## src/rtl/ps2_letter_input_pkg.sv

```systemverilog
// Shared constants for the PS/2 letter front end: scan codes, letter table, 7-seg glyphs.
package ps2_letter_input_pkg;

    localparam logic [7:0] SC_BREAK = 8'hF0;
    localparam logic [7:0] SC_EXT   = 8'hE0;

    // Make codes in letter order, index 0 = A ... 25 = Z.
    localparam logic [7:0] LETTER_CODES [26] = '{
        8'h1C, 8'h32, 8'h21, 8'h23, 8'h24, 8'h2B, 8'h34, 8'h33, 8'h43, 8'h3B,
        8'h42, 8'h4B, 8'h3A, 8'h31, 8'h44, 8'h4D, 8'h15, 8'h2D, 8'h1B, 8'h2C,
        8'h3C, 8'h2A, 8'h1D, 8'h22, 8'h35, 8'h1A
    };

    // Active-low {g,f,e,d,c,b,a} glyphs for hex digits 0..F.
    localparam logic [6:0] SEG_PATTERNS [16] = '{
        7'b1000000, 7'b1111001, 7'b0100100, 7'b0110000,
        7'b0011001, 7'b0010010, 7'b0000010, 7'b1111000,
        7'b0000000, 7'b0010000, 7'b0001000, 7'b0000011,
        7'b1000110, 7'b0100001, 7'b0000110, 7'b0001110
    };

    typedef struct packed {
        logic       hit;
        logic [4:0] idx;
    } letter_hit_t;

    function automatic letter_hit_t letter_lookup(input logic [7:0] code);
        letter_hit_t r;
        r = '0;
        for (int i = 0; i < 26; i++) begin
            if (code == LETTER_CODES[i]) begin
                r.hit = 1'b1;
                r.idx = 5'(i);
            end
        end
        return r;
    endfunction

endpackage

```

## src/rtl/ps2_letter_input_if.sv

```systemverilog
// Scan-code handshake and decoded-letter bus between the keyboard front end and its consumer.
interface ps2_letter_input_if;
    logic        read;
    logic        scan_ready;
    logic [7:0]  scan_code;
    logic        parity_err;
    logic [25:0] letter;
    logic        letter_valid;

    // Front end sources data, consumer acknowledges with read.
    modport master (
        input  read,
        output scan_ready, scan_code, parity_err, letter, letter_valid
    );
    modport slave (
        output read,
        input  scan_ready, scan_code, parity_err, letter, letter_valid
    );
endinterface

```

## src/rtl/seg7_hex.sv

```systemverilog
// One hex digit to an active-low 7-segment glyph.
module seg7_hex
    import ps2_letter_input_pkg::*;
(
    input  logic [3:0] digit_i,
    output logic [6:0] seg_o
);
    // Pure table lookup.
    always_comb begin
        seg_o = SEG_PATTERNS[digit_i];
    end
endmodule

```

## src/rtl/ps2_letter_input.sv

```systemverilog
// PS/2 receiver with scan-code handshake, A-Z one-hot decoder and two hex displays.
module ps2_letter_input
    import ps2_letter_input_pkg::*;
#(
    parameter int unsigned FILTER_LEN  = 8,
    parameter int unsigned TIMEOUT_CYC = 100000
) (
    input  logic               clock50,
    input  logic               reset,
    input  logic               keyboard_clk,
    input  logic               keyboard_data,
    ps2_letter_input_if.master bus,
    output logic [6:0]         HEX0,
    output logic [6:0]         HEX1
);
    localparam int unsigned FltW = $clog2(FILTER_LEN + 1);
    localparam int unsigned ToW  = $clog2(TIMEOUT_CYC + 1);

    logic [1:0]      kclk_sync_q, kdat_sync_q;
    logic            kclk_filt_q, kclk_filt_d;
    logic [FltW-1:0] flt_cnt_q, flt_cnt_d;
    logic [3:0]      bit_cnt_q, bit_cnt_d;
    logic [9:0]      frame_q, frame_d;
    logic [ToW-1:0]  to_cnt_q, to_cnt_d;
    logic [7:0]      scan_code_q, scan_code_d;
    logic            scan_ready_q, scan_ready_d;
    logic            parity_err_q, parity_err_d;
    logic [25:0]     letter_q, letter_d;
    logic            letter_valid_q, letter_valid_d;
    logic            brk_q, brk_d;
    logic            fall, frame_done, frame_ok;
    logic [7:0]      rx_byte;
    letter_hit_t     lk;

    // Glitch filter: the filtered clock follows the raw level only after FILTER_LEN
    // consecutive samples that disagree with it.
    always_comb begin
        kclk_filt_d = kclk_filt_q;
        flt_cnt_d   = '0;
        if (kclk_sync_q[1] != kclk_filt_q) begin
            if (flt_cnt_q == FltW'(FILTER_LEN - 1)) begin
                kclk_filt_d = kclk_sync_q[1];
            end else begin
                flt_cnt_d = flt_cnt_q + FltW'(1);
            end
        end
        fall = kclk_filt_q & ~kclk_filt_d;
    end

    // Frame shifter, bit counter and inactivity timeout.
    always_comb begin
        bit_cnt_d  = bit_cnt_q;
        frame_d    = frame_q;
        to_cnt_d   = '0;
        frame_done = 1'b0;
        frame_ok   = 1'b0;
        if (fall) begin
            if (bit_cnt_q == 4'd10) begin
                // frame_q = {parity, d7..d0, start}; current data bit is the stop bit.
                bit_cnt_d  = '0;
                frame_done = 1'b1;
                frame_ok   = ~frame_q[0] & kdat_sync_q[1] & (^frame_q[9:1]);
            end else begin
                bit_cnt_d = bit_cnt_q + 4'd1;
                frame_d   = {kdat_sync_q[1], frame_q[9:1]};
            end
        end else if (bit_cnt_q != '0) begin
            if (to_cnt_q == ToW'(TIMEOUT_CYC - 1)) begin
                bit_cnt_d = '0;
            end else begin
                to_cnt_d = to_cnt_q + ToW'(1);
            end
        end
    end

    assign rx_byte = frame_q[8:1];
    assign lk      = letter_lookup(rx_byte);

    // Handshake, break tracking and letter decode; a completing frame beats a read.
    always_comb begin
        scan_code_d    = scan_code_q;
        scan_ready_d   = scan_ready_q;
        parity_err_d   = 1'b0;
        letter_d       = letter_q;
        letter_valid_d = 1'b0;
        brk_d          = brk_q;
        if (frame_done && frame_ok) begin
            scan_code_d  = rx_byte;
            scan_ready_d = 1'b1;
            if (rx_byte == SC_BREAK) begin
                brk_d = 1'b1;
            end else if (brk_q) begin
                brk_d = 1'b0;
            end else if (rx_byte != SC_EXT && lk.hit) begin
                letter_d       = 26'(1) << lk.idx;
                letter_valid_d = 1'b1;
            end
        end else begin
            parity_err_d = frame_done;
            if (bus.read) begin
                scan_ready_d = 1'b0;
            end
        end
    end

    // State registers; PS/2 lines idle high so synchronizers reset to 1.
    always_ff @(posedge clock50 or negedge reset) begin
        if (!reset) begin
            kclk_sync_q    <= 2'b11;
            kdat_sync_q    <= 2'b11;
            kclk_filt_q    <= 1'b1;
            flt_cnt_q      <= '0;
            bit_cnt_q      <= '0;
            frame_q        <= '0;
            to_cnt_q       <= '0;
            scan_code_q    <= '0;
            scan_ready_q   <= 1'b0;
            parity_err_q   <= 1'b0;
            letter_q       <= '0;
            letter_valid_q <= 1'b0;
            brk_q          <= 1'b0;
        end else begin
            kclk_sync_q    <= {kclk_sync_q[0], keyboard_clk};
            kdat_sync_q    <= {kdat_sync_q[0], keyboard_data};
            kclk_filt_q    <= kclk_filt_d;
            flt_cnt_q      <= flt_cnt_d;
            bit_cnt_q      <= bit_cnt_d;
            frame_q        <= frame_d;
            to_cnt_q       <= to_cnt_d;
            scan_code_q    <= scan_code_d;
            scan_ready_q   <= scan_ready_d;
            parity_err_q   <= parity_err_d;
            letter_q       <= letter_d;
            letter_valid_q <= letter_valid_d;
            brk_q          <= brk_d;
        end
    end

    assign bus.scan_ready   = scan_ready_q;
    assign bus.scan_code    = scan_code_q;
    assign bus.parity_err   = parity_err_q;
    assign bus.letter       = letter_q;
    assign bus.letter_valid = letter_valid_q;

    seg7_hex u_hex0 (
        .digit_i (scan_code_q[3:0]),
        .seg_o   (HEX0)
    );

    seg7_hex u_hex1 (
        .digit_i (scan_code_q[7:4]),
        .seg_o   (HEX1)
    );
endmodule

```

## src/flat_wrapper.sv

```systemverilog
// flat-port wrapper written by rule: the top's interface ports become plain ports
module ps2_letter_input_flat import ps2_letter_input_pkg::*;
#(
    parameter int unsigned FILTER_LEN  = 8,
    parameter int unsigned TIMEOUT_CYC = 100000
)
  (clock50, reset, keyboard_clk, keyboard_data, HEX0, HEX1, bus_read, bus_scan_ready, bus_scan_code, bus_parity_err, bus_letter, bus_letter_valid);
  ps2_letter_input_if bus_i ();
  input  logic clock50;
  input  logic reset;
  input  logic keyboard_clk;
  input  logic keyboard_data;
  output logic [6:0] HEX0;
  output logic [6:0] HEX1;
  input wire logic [$bits(bus_i.read)-1:0] bus_read;
  output wire logic [$bits(bus_i.scan_ready)-1:0] bus_scan_ready;
  output wire logic [$bits(bus_i.scan_code)-1:0] bus_scan_code;
  output wire logic [$bits(bus_i.parity_err)-1:0] bus_parity_err;
  output wire logic [$bits(bus_i.letter)-1:0] bus_letter;
  output wire logic [$bits(bus_i.letter_valid)-1:0] bus_letter_valid;
  assign bus_i.read = bus_read;
  assign bus_scan_ready = bus_i.scan_ready;
  assign bus_scan_code = bus_i.scan_code;
  assign bus_parity_err = bus_i.parity_err;
  assign bus_letter = bus_i.letter;
  assign bus_letter_valid = bus_i.letter_valid;
  ps2_letter_input #(.FILTER_LEN(FILTER_LEN), .TIMEOUT_CYC(TIMEOUT_CYC)) u_core (.clock50(clock50), .reset(reset), .keyboard_clk(keyboard_clk), .keyboard_data(keyboard_data), .bus(bus_i), .HEX0(HEX0), .HEX1(HEX1));
endmodule
```

## config.mk

```make
export PLATFORM = sky130hd
export DESIGN_NAME = ps2_letter_input_flat
export DESIGN_NICKNAME = d
export VERILOG_FILES = /design/src/rtl/ps2_letter_input_pkg.sv /design/src/rtl/ps2_letter_input_if.sv /design/src/rtl/seg7_hex.sv /design/src/rtl/ps2_letter_input.sv /design/src/flat_wrapper.sv
export SDC_FILE = /design/constraint.sdc
export NUM_CORES = 1
export LEC_CHECK = 0
export BUFFER_PORTS_ARGS = -buffer_cell sky130_fd_sc_hd__buf_2
export CORE_MARGIN = 1.5
export CORE_UTILIZATION = 35
export CTS_CLUSTER_SIZE = 20
export DETAILED_ROUTE_END_ITERATION = 6
export PLACE_DENSITY = 0.58
export SYNTH_ARGS = -nofsm -noshare
export SYNTH_HDL_FRONTEND = slang
export SYNTH_SLANG_ARGS = --single-unit
```

## constraint.sdc

```tcl
create_clock -name clock50 -period 2.6 [get_ports clock50]
set_clock_uncertainty 0.1 [all_clocks]
set_input_delay 0.13 -clock clock50 [delete_from_list [all_inputs] [get_ports clock50]]
set_output_delay 0.13 -clock clock50 [all_outputs]
set_load 0.02 [all_outputs]
```

==> impl_metrics.json <==
{
  "status": "finished clean",
  "antenna_cells": 0,
  "overflow": 0,
  "syn-num-nets": 560,
  "leakage_nw": 2.57,
  "required_ps": 2710,
  "r2r-end": "u_core.bus.letter[9]",
  "ys_warn_count": 0,
  "cts_buffers": 9,
  "worstPathArrival_ps": 2590,
  "syn_inst": 523,
  "vias_per_cell": 5.21,
  "hpwl_um": 8310,
  "synth-edff-count": 0,
  "p_int_mw": 2.14,
  "grt_pass1_wl_um": 19000,
  "synthFlopType": "dfrtp_1",
  "power.switching_mw": 0.607,
  "synth-async-reset-ratio_pct": 100,
  "ir_drop_mv": 0.308,
  "antenna_found_initial": 0,
  "combPwrFrac_pct": 3.4,
  "drcViolationCount": 0,
  "fill_cells": 1257,
  "cts.htree.levels": 3,
  "start_kind": "register",
  "rr_startpoint": "u_core.frame_q[7]",
  "core-area_mm2": 0.0134,
  "die_y_um": 121,
  "hold_class": "reg2reg",
  "holdWs_ps": 255,
  "wl_per_cell_um": 14.6,
  "nets": 643,
  "hold_start": "u_core.kdat_sync_q[0]",
  "cp_max_fo": 21,
  "dr.pass1.iters": 5,
  "grt_setup_unrepaired": "no",
  "synthDistinctLibCells": 71,
  "synth_area_leaders": "dfrtp_1 (38%), ha_1 (8.2%), nand2_1 (6.0%)",
  "crit_path_end_kind": "register",
  "setup_violations": 0,
  "yosysTopAreaCell": "dfrtp_1",
  "ys_ff_latch": 78,
  "p_per_area_mw_per_mm2": 452,
  "grt_max_degree": 79,
  "grt_use_total_pct": 16.0,
  "clock_latency_ps": 340,
  "cts_num_sinks": 78,
  "clkSlewWorstSetupHoldPaths_ps": 60,
  "final_cell_mix": "nand2_1 (77), dfrtp_1 (69), buf_2 (54)",
  "ff_latch_area_mm2": 0.00196,
  "final_cells": 787,
  "drtAntennaViolNets": 0,
  "pwr-share-clk_pct": 50.2,
  "min_period_over_period_pct": 95.3,
  "layout_commonest_cell": "nand2_1",
  "die_area_mm2": 0.0146,
  "r2r_slack_ps": 120,
  "area_growth_pct": 25.4,
  "drt-total-wl_um": 11500,
  "r2r_cells": 10,
  "synth_top_area_share_pct": 37.6,
  "crit_type": "reg2reg",
  "fin_tns_setup_ps": 0,
  "rows": 42,
  "min_to": "u_core.kdat_sync_q[1]",
  "syn_area_per_cell_um2": 9.28,
  "cts_buffer_depth": 2,
  "final_hold_viol_count": 0,
  "num_vias": 4104,
  "die_x_um": 121,
  "cts_tree": "built",
  "grt_pass1_vias": 3907,
  "gp_congestion": 0.870,
  "synth_seq_area_share_pct": 40.3,
  "placed_cells": 763,
  "syn_area_mm2": 0.00485,
  "whs_path_depth": 0,
  "cts_root_buffer": "clkbuf_16",
  "ios": 56,
  "drv_slew": 0,
  "drv_cap": 0,
  "switching_share_pct": 22.1,
  "drtIter0Drc": 276,
  "finalCriticalPeriod_ps": 2480,
  "slew_headroom_pct": 34.7,
  "floorplan.initialDensity_pct": 36.2,
  "drive_above_1_share_pct": 28.2,
  "multi_input_area_mm2": 0.00288,
  "p_seq_share_pct": 46.4,
  "io_buffer_count": 55,
  "fmax_mhz": 403,
  "worst_pin_slew_ps": 980
}
==> cell families after synthesis <==
group	synth area share (%)
AO/OA/AOI/OAI	17.5
XOR/XNOR	3.89
adder cells (fa/ha/maj)	8.25
buffers and inverters	4.41
flip-flops	40.3
multiplexers	2.65
AND/OR/NAND/NOR	22.9
==> worst max-delay path by stage <==
stage | cells after the start | from | end | slack (ps)
after floorplan | 8 | u_core.frame_q[1] | u_core.bus.letter[8] | 300
after global placement | 8 | u_core.frame_q[5] | u_core.bus.letter[4] | -80
final | 10 | u_core.frame_q[7] | u_core.bus.letter[9] | 120
after CTS | 9 | u_core.frame_q[3] | u_core.bus.letter[9] | 5
after detailed placement | 8 | u_core.frame_q[5] | u_core.bus.letter[5] | -120
after global routing | 8 | u_core.frame_q[5] | u_core.bus.letter[2] | 4
==> flip-flops by register name, indices dropped and copies added (netlist names) <==
signal and cells:
u_core.frame_q 10, u_core.bus.letter 26, u_core.bus.parity_err 1, u_core.bit_cnt_q 4
u_core.bus.scan_ready 1, u_core.kclk_sync_q 2, u_core.kdat_sync_q 2, u_core.flt_cnt_q 4
u_core.bus.scan_code 8, u_core.brk_q 1, u_core.bus.letter_valid 1, u_core.to_cnt_q 17
u_core.kclk_filt_q 1
==> metal layers <==
| metal | global-route usage [%] | wire length, um | vias up |
|---|---|---|---|
| li1 | - | - | 2026 |
| met4 | 6.91 | 247 | 0 |
| met1 | 21.0 | 5200 | 1967 |
| met2 | 25.8 | 5680 | 92 |
| met3 | 3.07 | 384 | 19 |
| met5 | 0 | 0 | - |
==> critical path, stage by stage, from the launching register on <==
cell	delay, ps
dfrtp_1	380
inv_1	110
ha_2	210
buf_12	160
o2111ai_1	130
nand2b_1	220
a2111oi_4	470
buf_4	190
o21ai_4	80
o211ai_1	190
o21ai_1	120
==> power groups by stage <==
stage               logic, mW  registers [mW]  clock network, mW
detailed placement     0.0909            1.30                  0
global placement       0.0882            1.30                  0
global route            0.108            1.28               1.46
floorplan              0.0540            1.29                  0
finish                 0.0928            1.28               1.38
CTS                    0.0962            1.28               1.41
==> synthesized netlist by cell type (all sizes together) (7+ instances only) <==
| cell | number |
|---|---|
| nor2b | 7 |
| inv | 23 |
| nor2 | 39 |
| a21oi | 15 |
| o22ai | 7 |
| nand2 | 78 |
| o21ai | 57 |
| dfrtp | 73 |
| nand4 | 16 |
| xnor2 | 10 |
| buf | 17 |
| ha | 32 |
| nand3 | 20 |
| xor2 | 9 |
==> cell type report <==
cell class / count / area share, %
multi-input cells: 400 / 47.3
inverters: 23 / 1.42
repair buffers: 94 / 10.0
flip-flops and latches: 78 / 32.3
well taps: 176 / 3.62
clock inverters: 7 / 1.71
clock buffers: 9 / 3.70
==> what timing repair did <==
| item | 4_1_cts | 5_1_grt |
|---|---|---|
| cloned | 0 | 1 |
| endpoints found under the hold margin | 76 | 0 |
| endpoints found under the setup margin | 20 | 26 |
| resized for setup | 3 | 42 |
| hold buffers | 4 | 0 |
| pin swaps | 1 | 8 |
| buffers inserted | 1 | 2 |
==> metrics by stage <==
step           instance area [um2]  util (%)  setup WS [ps]  total power [mW]
2_1_floorplan                 4850         -            297              1.35
6_report                      6090      45.4            122              2.75
4_1_cts                       5880      43.9           4.64              2.78
3_3_place_gp                  5490      41.0          -84.4              1.38
5_1_grt                       6090      45.4           3.89              2.85
3_5_place_dp                  5490      41.0           -118              1.39
Note: power is estimated with default switching activity, not from simulation.
